### src/rtl/enc_dec_sequencer_if.sv
// Bundle of host-side control/status and encoder/decoder datapath handshake signals
// for enc_dec_sequencer. slave = sequencer view, master = environment view.
interface enc_dec_sequencer_if #(
    parameter int DATA_WIDTH = 32
);
    logic                  start;
    logic [1:0]            ctrl;
    logic [1:0]            codeword_width;
    logic [DATA_WIDTH-1:0] data_in;
    logic [DATA_WIDTH-1:0] noise;

    logic                  enc_start;
    logic [DATA_WIDTH-1:0] enc_din;
    logic [1:0]            enc_width;
    logic                  enc_done;
    logic [DATA_WIDTH-1:0] enc_dout;

    logic                  dec_start;
    logic [DATA_WIDTH-1:0] dec_din;
    logic [1:0]            dec_width;
    logic                  dec_done;
    logic [DATA_WIDTH-1:0] dec_dout;
    logic [1:0]            dec_num_err;

    logic [DATA_WIDTH-1:0] data_out;
    logic [1:0]            num_of_errors;
    logic                  busy;
    logic                  operation_done;
    logic                  err;

    modport slave (
        input  start, ctrl, codeword_width, data_in, noise,
        input  enc_done, enc_dout, dec_done, dec_dout, dec_num_err,
        output enc_start, enc_din, enc_width, dec_start, dec_din, dec_width,
        output data_out, num_of_errors, busy, operation_done, err
    );

    modport master (
        output start, ctrl, codeword_width, data_in, noise,
        output enc_done, enc_dout, dec_done, dec_dout, dec_num_err,
        input  enc_start, enc_din, enc_width, dec_start, dec_din, dec_width,
        input  data_out, num_of_errors, busy, operation_done, err
    );
endinterface

### src/rtl/enc_dec_sequencer.sv
// Sequences encode / decode / full-channel (encode, add noise, decode) operations.
// Optional ENC_DEC_TIMEOUT_EN adds a per-handshake watchdog of TIMEOUT_CYCLES.
module enc_dec_sequencer #(
    parameter int DATA_WIDTH     = 32,
    parameter int TIMEOUT_CYCLES = 64
) (
    input  logic               clk,
    input  logic               rstn,
    enc_dec_sequencer_if.slave bus
);

    typedef enum logic [2:0] {IDLE, LATCH, ENC, NOISE, DEC, DONE} state_e;

    state_e                state_q, state_d;
    logic [1:0]            ctrl_q, width_q;
    logic [DATA_WIDTH-1:0] data_q, noise_q, enc_res_q;
    logic                  enc_start_q, dec_start_q;
    logic [DATA_WIDTH-1:0] enc_din_q, dec_din_q;
    logic [1:0]            enc_width_q, dec_width_q;
    logic [DATA_WIDTH-1:0] data_out_q;
    logic [1:0]            num_err_q;
    logic                  err_q;
    logic                  accept, reserved, timeout;

    // Keep only the low 8/16/32 bits selected by the width code.
    function automatic logic [DATA_WIDTH-1:0] width_mask(input logic [DATA_WIDTH-1:0] v,
                                                         input logic [1:0]            w);
        logic [DATA_WIDTH-1:0] m;
        m = '0;
        for (int i = 0; i < DATA_WIDTH; i++) begin
            m[i] = (i < (8 << w));
        end
        return v & m;
    endfunction

    assign accept   = (state_q == IDLE) && bus.start;
    assign reserved = (ctrl_q == 2'b11) || (width_q == 2'b11);

`ifdef ENC_DEC_TIMEOUT_EN
    localparam int CNT_W = $clog2(TIMEOUT_CYCLES + 1);
    logic [CNT_W-1:0] cnt_q, cnt_d;

    // Restarts from zero on every entry into a wait state.
    always_comb begin
        cnt_d = '0;
        if ((state_q == ENC || state_q == DEC) && state_d == state_q) begin
            cnt_d = cnt_q + 1'b1;
        end
    end

    always_ff @(posedge clk or negedge rstn) begin
        if (!rstn) cnt_q <= '0;
        else       cnt_q <= cnt_d;
    end

    assign timeout = (cnt_q == CNT_W'(TIMEOUT_CYCLES - 1));
`else
    logic unused_timeout;
    assign unused_timeout = |TIMEOUT_CYCLES;
    assign timeout        = 1'b0;
`endif

    always_ff @(posedge clk or negedge rstn) begin
        if (!rstn) state_q <= IDLE;
        else       state_q <= state_d;
    end

    always_comb begin
        state_d = state_q;
        case (state_q)
            IDLE:  if (bus.start) state_d = LATCH;
            LATCH: begin
                if (reserved)              state_d = DONE;
                else if (ctrl_q == 2'b01)  state_d = DEC;
                else                       state_d = ENC;
            end
            ENC: begin
                if (bus.enc_done)          state_d = (ctrl_q == 2'b10) ? NOISE : DONE;
                else if (timeout)          state_d = DONE;
            end
            NOISE: state_d = DEC;
            DEC: begin
                if (bus.dec_done || timeout) state_d = DONE;
            end
            DONE:    state_d = IDLE;
            default: state_d = IDLE;
        endcase
    end

    always_comb begin
        bus.busy           = (state_q != IDLE);
        bus.operation_done = (state_q == DONE);
    end

    always_ff @(posedge clk or negedge rstn) begin
        if (!rstn) begin
            ctrl_q      <= '0;
            width_q     <= '0;
            data_q      <= '0;
            noise_q     <= '0;
            enc_res_q   <= '0;
            enc_start_q <= 1'b0;
            dec_start_q <= 1'b0;
            enc_din_q   <= '0;
            dec_din_q   <= '0;
            enc_width_q <= '0;
            dec_width_q <= '0;
            data_out_q  <= '0;
            num_err_q   <= '0;
            err_q       <= 1'b0;
        end else begin
            enc_start_q <= (state_q != ENC) && (state_d == ENC);
            dec_start_q <= (state_q != DEC) && (state_d == DEC);
            if (accept) begin
                ctrl_q     <= bus.ctrl;
                width_q    <= bus.codeword_width;
                data_q     <= bus.data_in;
                noise_q    <= bus.noise;
                data_out_q <= '0;
                num_err_q  <= '0;
                err_q      <= 1'b0;
            end
            case (state_q)
                LATCH: begin
                    if (reserved) begin
                        err_q <= 1'b1;
                    end else if (ctrl_q == 2'b01) begin
                        dec_din_q   <= width_mask(data_q, width_q);
                        dec_width_q <= width_q;
                    end else begin
                        enc_din_q   <= width_mask(data_q, width_q);
                        enc_width_q <= width_q;
                    end
                end
                ENC: begin
                    if (bus.enc_done) begin
                        enc_res_q <= bus.enc_dout;
                        if (ctrl_q == 2'b00) data_out_q <= bus.enc_dout;
                    end else if (timeout) begin
                        err_q      <= 1'b1;
                        data_out_q <= '0;
                    end
                end
                // Channel noise is applied to the captured codeword before decoding.
                NOISE: begin
                    dec_din_q   <= width_mask(enc_res_q ^ noise_q, width_q);
                    dec_width_q <= width_q;
                end
                DEC: begin
                    if (bus.dec_done) begin
                        data_out_q <= bus.dec_dout;
                        num_err_q  <= bus.dec_num_err;
                    end else if (timeout) begin
                        err_q      <= 1'b1;
                        data_out_q <= '0;
                    end
                end
                default: ;
            endcase
        end
    end

    assign bus.enc_start     = enc_start_q;
    assign bus.dec_start     = dec_start_q;
    assign bus.enc_din       = enc_din_q;
    assign bus.dec_din       = dec_din_q;
    assign bus.enc_width     = enc_width_q;
    assign bus.dec_width     = dec_width_q;
    assign bus.data_out      = data_out_q;
    assign bus.num_of_errors = num_err_q;
    assign bus.err           = err_q;

endmodule

### src/flat_wrapper.sv
// flat-port wrapper written by rule: the top's interface ports become plain ports
module enc_dec_sequencer_flat 
#(
    parameter int DATA_WIDTH     = 32,
    parameter int TIMEOUT_CYCLES = 64
)
  (clk, rstn, bus_start, bus_ctrl, bus_codeword_width, bus_data_in, bus_noise, bus_enc_done, bus_enc_dout, bus_dec_done, bus_dec_dout, bus_dec_num_err, bus_enc_start, bus_enc_din, bus_enc_width, bus_dec_start, bus_dec_din, bus_dec_width, bus_data_out, bus_num_of_errors, bus_busy, bus_operation_done, bus_err);
  enc_dec_sequencer_if #(.DATA_WIDTH(DATA_WIDTH)) bus_i ();
  input  logic clk;
  input  logic rstn;
  input wire logic [$bits(bus_i.start)-1:0] bus_start;
  input wire logic [$bits(bus_i.ctrl)-1:0] bus_ctrl;
  input wire logic [$bits(bus_i.codeword_width)-1:0] bus_codeword_width;
  input wire logic [$bits(bus_i.data_in)-1:0] bus_data_in;
  input wire logic [$bits(bus_i.noise)-1:0] bus_noise;
  input wire logic [$bits(bus_i.enc_done)-1:0] bus_enc_done;
  input wire logic [$bits(bus_i.enc_dout)-1:0] bus_enc_dout;
  input wire logic [$bits(bus_i.dec_done)-1:0] bus_dec_done;
  input wire logic [$bits(bus_i.dec_dout)-1:0] bus_dec_dout;
  input wire logic [$bits(bus_i.dec_num_err)-1:0] bus_dec_num_err;
  output wire logic [$bits(bus_i.enc_start)-1:0] bus_enc_start;
  output wire logic [$bits(bus_i.enc_din)-1:0] bus_enc_din;
  output wire logic [$bits(bus_i.enc_width)-1:0] bus_enc_width;
  output wire logic [$bits(bus_i.dec_start)-1:0] bus_dec_start;
  output wire logic [$bits(bus_i.dec_din)-1:0] bus_dec_din;
  output wire logic [$bits(bus_i.dec_width)-1:0] bus_dec_width;
  output wire logic [$bits(bus_i.data_out)-1:0] bus_data_out;
  output wire logic [$bits(bus_i.num_of_errors)-1:0] bus_num_of_errors;
  output wire logic [$bits(bus_i.busy)-1:0] bus_busy;
  output wire logic [$bits(bus_i.operation_done)-1:0] bus_operation_done;
  output wire logic [$bits(bus_i.err)-1:0] bus_err;
  assign bus_i.start = bus_start;
  assign bus_i.ctrl = bus_ctrl;
  assign bus_i.codeword_width = bus_codeword_width;
  assign bus_i.data_in = bus_data_in;
  assign bus_i.noise = bus_noise;
  assign bus_i.enc_done = bus_enc_done;
  assign bus_i.enc_dout = bus_enc_dout;
  assign bus_i.dec_done = bus_dec_done;
  assign bus_i.dec_dout = bus_dec_dout;
  assign bus_i.dec_num_err = bus_dec_num_err;
  assign bus_enc_start = bus_i.enc_start;
  assign bus_enc_din = bus_i.enc_din;
  assign bus_enc_width = bus_i.enc_width;
  assign bus_dec_start = bus_i.dec_start;
  assign bus_dec_din = bus_i.dec_din;
  assign bus_dec_width = bus_i.dec_width;
  assign bus_data_out = bus_i.data_out;
  assign bus_num_of_errors = bus_i.num_of_errors;
  assign bus_busy = bus_i.busy;
  assign bus_operation_done = bus_i.operation_done;
  assign bus_err = bus_i.err;
  enc_dec_sequencer #(.DATA_WIDTH(DATA_WIDTH), .TIMEOUT_CYCLES(TIMEOUT_CYCLES)) u_core (.clk(clk), .rstn(rstn), .bus(bus_i));
endmodule
### config.mk
export PLATFORM = sky130hd
export DESIGN_NAME = enc_dec_sequencer_flat
export DESIGN_NICKNAME = d
export VERILOG_FILES = /design/src/rtl/enc_dec_sequencer_if.sv /design/src/rtl/enc_dec_sequencer.sv /design/src/flat_wrapper.sv
export SDC_FILE = /design/constraint.sdc
export NUM_CORES = 1
export LEC_CHECK = 0
export ABC_AREA = 1
export CORE_MARGIN = 3
export CORE_UTILIZATION = 45
export DETAILED_ROUTE_END_ITERATION = 12
export DONT_BUFFER_PORTS = 1
export GPL_TIMING_DRIVEN = 0
export HOLD_SLACK_MARGIN = 0.12
export PLACE_DENSITY = 0.7
export SLEW_MARGIN = 20
export SYNTH_ARGS = -nofsm -noshare
export SYNTH_HDL_FRONTEND = slang
export SYNTH_SLANG_ARGS = --single-unit
### constraint.sdc
create_clock -name clk -period 1.99 [get_ports clk]
set_input_delay 0.597 -clock clk [delete_from_list [all_inputs] [get_ports clk]]
set_output_delay 0.597 -clock clk [all_outputs]
set_load 0.005 [all_outputs]
==> impl_metrics.env, run 1 <==
export IMPL_status="complete, but fails checks"
export IMPL_violations="hold timing"
export IMPL_avgSynthCellArea_um2=7.70
export IMPL_synth_most_common_cell="nand2_1"
export IMPL_cp_start_kind="register"
export IMPL_grt_max_degree=209
export IMPL_gp_congestion=0.909
export IMPL_fp_dieH_um=156
export IMPL_vias=8428
export IMPL_clock_skew_final_ns=0.0129
export IMPL_yosys_top_cells_area="dfrtp_1, nand2_1, nand3_1"
export IMPL_final_hold_violation_count=208
export IMPL_clk_path_buf_depth=3
export IMPL_start_util_pct=46.0
export IMPL_setup_viol=0
export IMPL_yosys_top_cells_count="nand2_1, dfrtp_1, nand3_1"
export IMPL_peakVddDrop_uv=652
export IMPL_yosysTopAreaCellShare_pct=51.7
export IMPL_core_area_mm2=0.0219
export IMPL_finalMaxSlewViolations=0
export IMPL_ys_seq_area_share_pct=51.7
export IMPL_ys_ff_latch=208
export IMPL_holdWs_ns=-0.218
export IMPL_rsz0062_at_grt="false"
export IMPL_worstPathMaxFanout=5
export IMPL_rows=54
export IMPL_layout_min_cycle_time_ns=1.94
export IMPL_grt_pass1_vias=8287
export IMPL_critPathCaptureType="output pin"
export IMPL_die_w_um=156
export IMPL_p_leak_nw=6.17
export IMPL_drt_total_wl_mm=29.9
export IMPL_synth_edf_count=0
export IMPL_cp_slowest_cell="dfrtp_2"
export IMPL_fmax_mhz=514
export IMPL_synthesis_nets=1446
export IMPL_slew_headroom_pct=59.0
export IMPL_vias_per_cell=5.18
export IMPL_n_fill_cell=2145
export IMPL_synthFlopType="dfrtp_1"
export IMPL_portBuffers=0
export IMPL_cts_root_buf="clkbuf_16"
export IMPL_p_per_area_mw_per_mm2=1540
export IMPL_drc=0
export IMPL_ant_nets=0
export IMPL_cts_buffers=23
export IMPL_die_area_mm2=0.0242
export IMPL_cts_max_level=1
export IMPL_synthDistinctLibCells=26
export IMPL_wl_per_cell_um=18.4
export IMPL_layout_drive_gt1_share_pct=9.06
export IMPL_overflow=0
export IMPL_firstDrtPassIters=5
export IMPL_grt_antenna_before_repair=2
export IMPL_worst_pin_slew_ns=0.615
export IMPL_worstSetupPathType="reg -> out"
export IMPL_cts_num_sinks=208
export IMPL_hpwlAfterDp_mm=22.5
export IMPL_cpPeakStageDelay_ns=0.45
export IMPL_area_growth_pct=10.9
export IMPL_nNetsFinal=1471
export IMPL_path_cells="nor2_2 > buf_6 > nand2_1"
export IMPL_drtIter0Drc=532
export IMPL_tns_ns=0
export IMPL_grt_pass1_wl_mm=46.7
export IMPL_synth_top_cell_by_area="dfrtp_1"
export IMPL_post_route_period_util_pct=97.7
export IMPL_cts_clk_slew_worst_paths_ns=0.06
export IMPL_crit_arrival_ns=1.35
export IMPL_syn_cell_area_mm2=0.0101
export IMPL_clock_latency_ns=0.51
export IMPL_required_ns=1.39
export IMPL_boundaryPins=246
export IMPL_hold_class="in -> async"
export IMPL_ys_warn_count=0
export IMPL_gr_usage_all_layers_pct=24.3
export IMPL_tritoncts="built"
export IMPL_fin_util_pct=51.0
export IMPL_syn_inst=1307
export IMPL_synthArstFlopShare_pct=100
export IMPL_drv_cap=0
[routing by layer]
layer  global-route usage, %  wire, um
met5                       0        13
met4                    6.92       886
met3                    7.59      2870
met2                    38.5     13700
met1                    32.3     12400
[repair_timing]
action,4_1_cts,5_1_grt
setup buffers,1,0
endpoints found under the setup margin,2,1
pin swaps,0,0
gates resized for setup,4,1
endpoints found under the hold margin,208,208
[per-stage QoR]
step                worst slack [ns]  instances  hold slack (ns)  instance area (um^2)  total power (W)
global route                 0.00467       1628           -0.242                 11200           0.0186
CTS                           0.0363       1627           -0.238                 11200           0.0173
floorplan                      0.367       1307            0.301                 10100           0.0113
finish                        0.0463       1628           -0.218                 11200           0.0172
detailed placement            0.0757       1587            0.305                 10400           0.0131
global placement               0.103       1587            0.306                 10400           0.0129
[registers in the layout, summed over array words and instances (netlist names), 2 cells and up]
signal / count
u_core.bus.enc_width: 2
u_core.enc_res_q: 32
u_core.ctrl_q: 2
u_core.bus.dec_din: 32
u_core.state_q: 3
u_core.noise_q: 32
u_core.bus.num_of_errors: 2
u_core.data_q: 32
u_core.bus.enc_din: 32
u_core.bus.data_out: 32
u_core.width_q: 2
u_core.bus.dec_width: 2
[worst max-delay path, delay by kind of cell, from the launching register on]
family / cells / cell delay, ns
buf+inv: 1 / 0.12
flops: 1 / 0.45
simple gates: 2 / 0.27
[area by class of cell]
| type | count | area, um^2 | share of cell area [%] |
|---|---|---|---|
| Inverter | 124 | 465 | 4.17 |
| Tap cell | 280 | 350 | 3.14 |
| Clock inverter | 9 | 53.8 | 0.482 |
| Timing Repair Buffer | 1 | 7.51 | 0.0673 |
| Buffer | 77 | 378 | 3.39 |
| Clock buffer | 31 | 676 | 6.05 |
| Sequential cell | 208 | 5210 | 46.7 |
| Multi-Input combinational cell | 897 | 4020 | 36.0 |
| Antenna cell | 1 | 2.50 | 0.0224 |
[where the power goes]
part           internal [W]  switching [W]
Sequential          0.00601        0.00157
Combinational       0.00205        0.00351
Clock               0.00237        0.00172
Total                0.0104        0.00679
[worst paths after layout]
kind | startpoint | endpoint | slack, ns | depth (start not counted)
min in group clk | bus_dec_num_err[1] | u_core.bus.num_of_errors[1] | 0.21 | 2
max in group asynchronous | rstn | u_core.state_q[0] | 1.80 | 0
min | rstn | u_core.bus.dec_start | -0.22 | 0
min reg2reg | u_core.bus.num_of_errors[0] | u_core.bus.num_of_errors[0] | 0.50 | 2
max reg2reg | u_core.state_q[1] | u_core.bus.data_out[5] | 0.15 | 7
max | u_core.state_q[0] | bus_busy | 0.05 | 3
[placed cells by master (no fill, tap or decap), types with 23 or more instances in the layout]
cell type,count
dfrtp_1,207
xor2_1,24
clkbuf_1,27
nor2_1,124
clkbuf_16,23
nand3_1,135
o21ai_1,24
buf_2,41
inv_1,120
nand2_1,435
o21ai_0,79
[cells by family (layout without fill, tap and decap cells)]
group	Yosys count	after routing	synth area share, %
and+or+nand+nor	724	724	29.6
xor gates and xnor gates	32	32	2.79
DFF	208	208	51.7
AOI/OAI and AO/OA	141	141	7.46
buffers and inverters	202	242	8.37
other	0	1	0
Power figures use the tool's default switching activity.
==> run 2: changes to the inputs <==
Settings changed: PLACE_DENSITY 0.7 to 0.72.
Clock period 1.99 ns to 1.7 ns, I/O delays scaled along.
==> run 2 against run 1 <==
  * The run ends with hold timing, setup timing left
  * Clock skew grew 0.0091 ns
  * Worst setup slack got worse by 0.23 ns
  * Non-clock buffer count up 20
  * Design area increased by 3.1%
  * Hold slack lost 0.079 ns
  * Sequential share of layout area down 1.4 points
  * Combinational power up 25%
  * Clock power grew 22%
  * Global-route usage up 0.33 points
  * Flip-flop and latch count stayed put
  * Register-to-register slack got worse by 0.07 ns
  * First-iteration DRC count up 16%
  * Largest cell class unchanged
  * Highest routed layer is now met4
==> impl_metrics.env, run 2 (same netlist as run 1, synthesis figures left out) <==
export IMPL_fp_dieH_um=156
export IMPL_required_ns=1.19
export IMPL_die_area_mm2=0.0242
export IMPL_cts_clk_slew_worst_paths_ns=0.06
export IMPL_crit_family="flip-flops"
export IMPL_r2r_cells=8
export IMPL_setup_ws_ns=-0.183
export IMPL_layout_min_cycle_time_ns=1.88
export IMPL_portBuffers=0
export IMPL_fin_util_pct=52.6
export IMPL_hold_class="in -> async"
export IMPL_gr_usage_all_layers_pct=24.6
export IMPL_crit_end="bus_busy"
export IMPL_netSwitchingFraction_pct=39.0
export IMPL_switchingPower_w=0.00812
export IMPL_p_per_area_mw_per_mm2=1810
export IMPL_holdWs_ns=-0.297
export IMPL_p_leak_nw=6.31
export IMPL_tns_ns=-0.254
export IMPL_crit_arrival_ns=1.37
export IMPL_rows=54
export IMPL_post_route_period_util_pct=111
export IMPL_clock_latency_ns=0.51
export IMPL_cp_slowest_cell="dfrtp_2"
export IMPL_critPathCaptureType="output pin"
export IMPL_cts_num_sinks=208
export IMPL_grt_max_degree=209
export IMPL_final_cell_mix="nand2_1, dfrtp_1, nand3_1, nor2_1, inv_1"
export IMPL_worstSetupPathType="reg -> out"
export IMPL_p_total_w=0.0209
export IMPL_finalMaxSlewViolations=0
export IMPL_vias_per_cell=5.19
export IMPL_status="complete, but fails checks"
export IMPL_vias=8561
export IMPL_clock_skew_final_ns=0.0219
export IMPL_critPathLaunch="u_core.state_q[1]"
export IMPL_die_w_um=156
export IMPL_drtIter0Drc=619
export IMPL_nNetsFinal=1491
export IMPL_boundaryPins=246
export IMPL_place_area_mm2=0.0104
export IMPL_peakVddDrop_uv=679
export IMPL_drv_cap=0
export IMPL_rr_endpoint="u_core.bus.dec_din[30]"
export IMPL_final_cells=1649
export IMPL_layout_drive_gt1_share_pct=11.0
export IMPL_cts_root_buf="clkbuf_16"
export IMPL_final_hold_violation_count=208
export IMPL_seq_power_share_pct=42.5
export IMPL_final_common_cell="nand2_1"
export IMPL_cts_max_level=1
export IMPL_cp_num_buf_inv=2
export IMPL_setup_viol=2
export IMPL_ant_nets=0
export IMPL_rsz0062_at_grt="true"
export IMPL_worstPathMaxFanout=4
export IMPL_n_fill_cell=2054
export IMPL_hpwlAfterDp_mm=22.8
export IMPL_tritoncts="built"
export IMPL_clk_path_buf_depth=3
export IMPL_r2r_slack_ns=0.08
export IMPL_gp_congestion=0.907
export IMPL_crit_reg2reg_launch="u_core.state_q[1]"
export IMPL_cts_hold_buf=11
export IMPL_cpPeakStageDelay_ns=0.45
export IMPL_overflow=0
export IMPL_cp_start_kind="register"
export IMPL_wl_per_cell_um=18.4
export IMPL_slew_headroom_pct=59.1
export IMPL_drc=0
export IMPL_firstDrtPassIters=5
export IMPL_worst_pin_slew_ns=0.614
export IMPL_grt_pass1_wl_mm=47.3
export IMPL_grt_antenna_before_repair=0
export IMPL_pwr_share_clk_pct=24.1
export IMPL_path_cells="nor2_4 > buf_6 > buf_8 > nand2_4"
export IMPL_start_util_pct=46.0
export IMPL_core_area_mm2=0.0219
export IMPL_violations="hold timing, setup timing"
export IMPL_drt_total_wl_mm=30.3
export IMPL_cts_buffers=23
export IMPL_grt_pass1_vias=8376
export IMPL_cp_depth=4
export IMPL_comb_power_share_pct=33.4
export IMPL_final_area_mm2=0.0115
export IMPL_area_growth_pct=14.4
export IMPL_fmax_mhz=531
export IMPL_intPower_w=0.0127
export IMPL_place_inst=1587
==> run 2: worst min path at each step <==
stage | from | end | cells after the start
after CTS | rstn | u_core.bus.data_out[5] | 0
final | rstn | u_core.bus.data_out[12] | 0
after floorplan | rstn | u_core.bus.data_out[0] | 0
after detailed placement | rstn | u_core.bus.data_out[25] | 0
after global placement | rstn | u_core.bus.data_out[25] | 0
after global routing | rstn | u_core.bus.data_out[16] | 0
==> run 2: power by group through the flow <==
stage	clock [W]	sequential, W	combinational (W)
final	0.00502	0.00886	0.00697
after global routing	0.00533	0.00914	0.00798
after CTS	0.00514	0.00885	0.00678
after detailed placement	0	0.00891	0.00645
after global placement	0	0.00884	0.00626
after floorplan	0	0.00830	0.00498
==> run 2: stage by stage <==
step / hold WS, ns / setup WS (ns)
final: -0.297 / -0.183
after global routing: -0.318 / -0.212
after CTS: -0.322 / -0.195
after detailed placement: 0.226 / -0.159
after global placement: 0.228 / -0.114
after floorplan: 0.214 / 0.164
==> run 2: final cells by class <==
type                            instances  area (um^2)  share of cell area, %
Tap cell                              280          350                   3.04
Clock inverter                          8          100                  0.870
Buffer                                 78          433                   3.76
Antenna cell                            1         2.50                 0.0217
Sequential cell                       208         5210                   45.3
Inverter                              124          468                   4.07
Multi-Input combinational cell        897         4100                   35.7
Clock buffer                           33          663                   5.76
Timing Repair Buffer                   20          178                   1.54
==> run 2: what timing repair did <==
item	CTS	global route
setup buffers	8	1
pin swaps	2	2
setup endpoints to repair	26	148
resized for setup	22	38
hold endpoints to repair	219	208
==> run 2: layer usage <==
layer  share of wire (%)  track usage [%]
met5                   0                0
met4                 2.2             6.09
met3                  10             7.96
met2                  47             39.8
met1                  41             32.4
==> run 3: changes to the inputs <==
Settings changed: CORE_UTILIZATION 45 to 30, GPL_ROUTABILITY_DRIVEN set to 0, PLACE_DENSITY 0.72 to 0.55.
==> run 3 against run 2 <==
  * The flow still finishes with violations (hold timing, setup timing)
  * Hold slack got worse by 0.018 ns
  * Wire length increased by 17%
  * Cell count up 13%
  * Clock skew down 0.0060 ns
  * Global-route usage is 5.3 points lower
  * Register-to-register slack got worse by 0.10 ns
  * Non-clock buffer count rose by 37
  * Combinational power grew 11%
  * Sequential power is 0.9% higher
  * Critical endpoint unchanged
==> impl_metrics.env, run 3 (same netlist as run 1, synthesis figures left out) <==
export IMPL_grt_pass1_wl_mm=53.7
export IMPL_wl_per_cell_um=19.1
export IMPL_cp_start_kind="register"
export IMPL_cts_num_sinks=208
export IMPL_setup_viol=7
export IMPL_area_growth_pct=24.6
export IMPL_drc=0
export IMPL_layout_drive_gt1_share_pct=13.7
export IMPL_cts_clk_slew_worst_paths_ns=0.06
export IMPL_p_total_w=0.0225
export IMPL_cts_max_level=1
export IMPL_post_route_period_util_pct=111
export IMPL_required_ns=1.19
export IMPL_cts_buffers=26
export IMPL_worst_pin_slew_ns=0.759
export IMPL_vias=8762
export IMPL_p_leak_nw=6.69
export IMPL_clock_skew_final_ns=0.0159
export IMPL_clock_latency_ns=0.53
export IMPL_fmax_mhz=528
export IMPL_die_w_um=189
export IMPL_die_area_mm2=0.0358
export IMPL_holdWs_ns=-0.315
export IMPL_violations="hold timing, setup timing"
export IMPL_hpwlAfterDp_mm=25.9
export IMPL_hold_class="in -> async"
export IMPL_final_cell_mix="nand2_1, dfrtp_1, nand3_1, inv_1, nor2_1"
export IMPL_ant_nets=0
export IMPL_vias_per_cell=4.72
export IMPL_finalMaxSlewViolations=0
export IMPL_peakVddDrop_uv=768
export IMPL_firstDrtPassIters=5
export IMPL_crit_arrival_ns=1.38
export IMPL_final_common_cell="nand2_1"
export IMPL_setup_ws_ns=-0.193
export IMPL_drt_total_wl_mm=35.4
export IMPL_cts_root_buf="clkbuf_16"
export IMPL_start_util_pct=30.7
export IMPL_grt_max_degree=209
export IMPL_status="complete, but fails checks"
export IMPL_worstSetupPathType="reg -> out"
export IMPL_drtIter0Drc=738
export IMPL_overflow=0
export IMPL_worstPathMaxFanout=5
export IMPL_grt_antenna_before_repair=7
export IMPL_fp_dieH_um=189
export IMPL_grt_pass1_vias=8751
export IMPL_clk_path_buf_depth=3
export IMPL_layout_min_cycle_time_ns=1.89
export IMPL_boundaryPins=246
export IMPL_slew_headroom_pct=49.4
export IMPL_gr_usage_all_layers_pct=19.3
export IMPL_p_per_area_mw_per_mm2=1800
export IMPL_drv_cap=0
export IMPL_portBuffers=0
export IMPL_final_hold_violation_count=208
export IMPL_cts_hold_buf=42
export IMPL_rows=66
export IMPL_rsz0062_at_grt="true"
export IMPL_nNetsFinal=1531
export IMPL_tritoncts="built"
export IMPL_core_area_mm2=0.0328
export IMPL_critPathCaptureType="output pin"
-- run 3: changes by cell type in the layout (fill, tap and decap cells not counted), moves of 6 or more --
cell / delta
nand2_1: -12
nand2_2: +10
buf_2: -13
clkbuf_16: +8
buf_8: +6
dlygate4sd3_1: +31
clkbuf_1: -10
-- run 3: through the flow --
stage / worst slack (ns) / util (%) / cell area, um^2 / setup TNS, ns / std cells
after CTS: -0.225 / 36.8 / 12100 / -0.682 / 1843
after detailed placement: -0.165 / 32.4 / 10600 / -3.70 / 1749
after global routing: -0.248 / 38.2 / 12500 / -1.32 / 1855
after floorplan: 0.164 / - / 10100 / 0 / 1307
after global placement: -0.159 / 32.4 / 10600 / -3.00 / 1749
final: -0.193 / 38.2 / 12500 / -0.368 / 1857
-- run 3: area by class of cell --
type | count | area, um^2
multi-input combinational | 897 | 4200
tap | 442 | 553
clock inverter | 12 | 153
sequential | 208 | 5210
antenna | 5 | 12.5
fill | 3456 | 20200
clock buffer | 34 | 762
timing repair buffer | 57 | 607
inverter | 124 | 470
buffer | 78 | 573
-- run 3: per-layer routing --
metal	vias to the layer above	global-route usage (%)	wire length, um
met5	-	0	22
met4	6	5.67	893
met3	63	7.89	3850
met2	307	29.9	15900
met1	4117	24.9	14700
li1	4269	-	-
-- run 3: worst max-delay path: stages, from the launching register on --
cell     delay, ns
dfrtp_2       0.47
nor2_4        0.12
buf_6         0.11
buf_8         0.09
nand2_4       0.05
-- run 3: path summary, 6_finish.rpt --
kind	from	to	slack [ns]	cells after the start
worst max-delay path	u_core.state_q[1]	bus_busy	-0.19	4
worst min-delay path	rstn	u_core.bus.data_out[25]	-0.31	0
worst max register to register	u_core.state_q[1]	u_core.bus.data_out[24]	-0.02	11
worst min register to register	u_core.bus.enc_din[8]	u_core.bus.enc_din[8]	0.50	2
max in group asynchronous	rstn	u_core.state_q[1]	1.34	0
min in group clk	bus_noise[26]	u_core.noise_q[26]	0.13	2
-- run 3: what timing repair did --
item,4_1_cts,5_1_grt
endpoints found under the setup margin,75,172
cloned,0,4
setup buffers,6,5
pin swaps,2,19
resized for setup,27,132
hold endpoints to repair,250,208
-- run 3: power breakdown --
part	total [W]	switching (W)	internal, W
registers	0.00894	0.00190	0.00704
clock network	0.00586	0.00225	0.00360
logic	0.00772	0.00457	0.00315
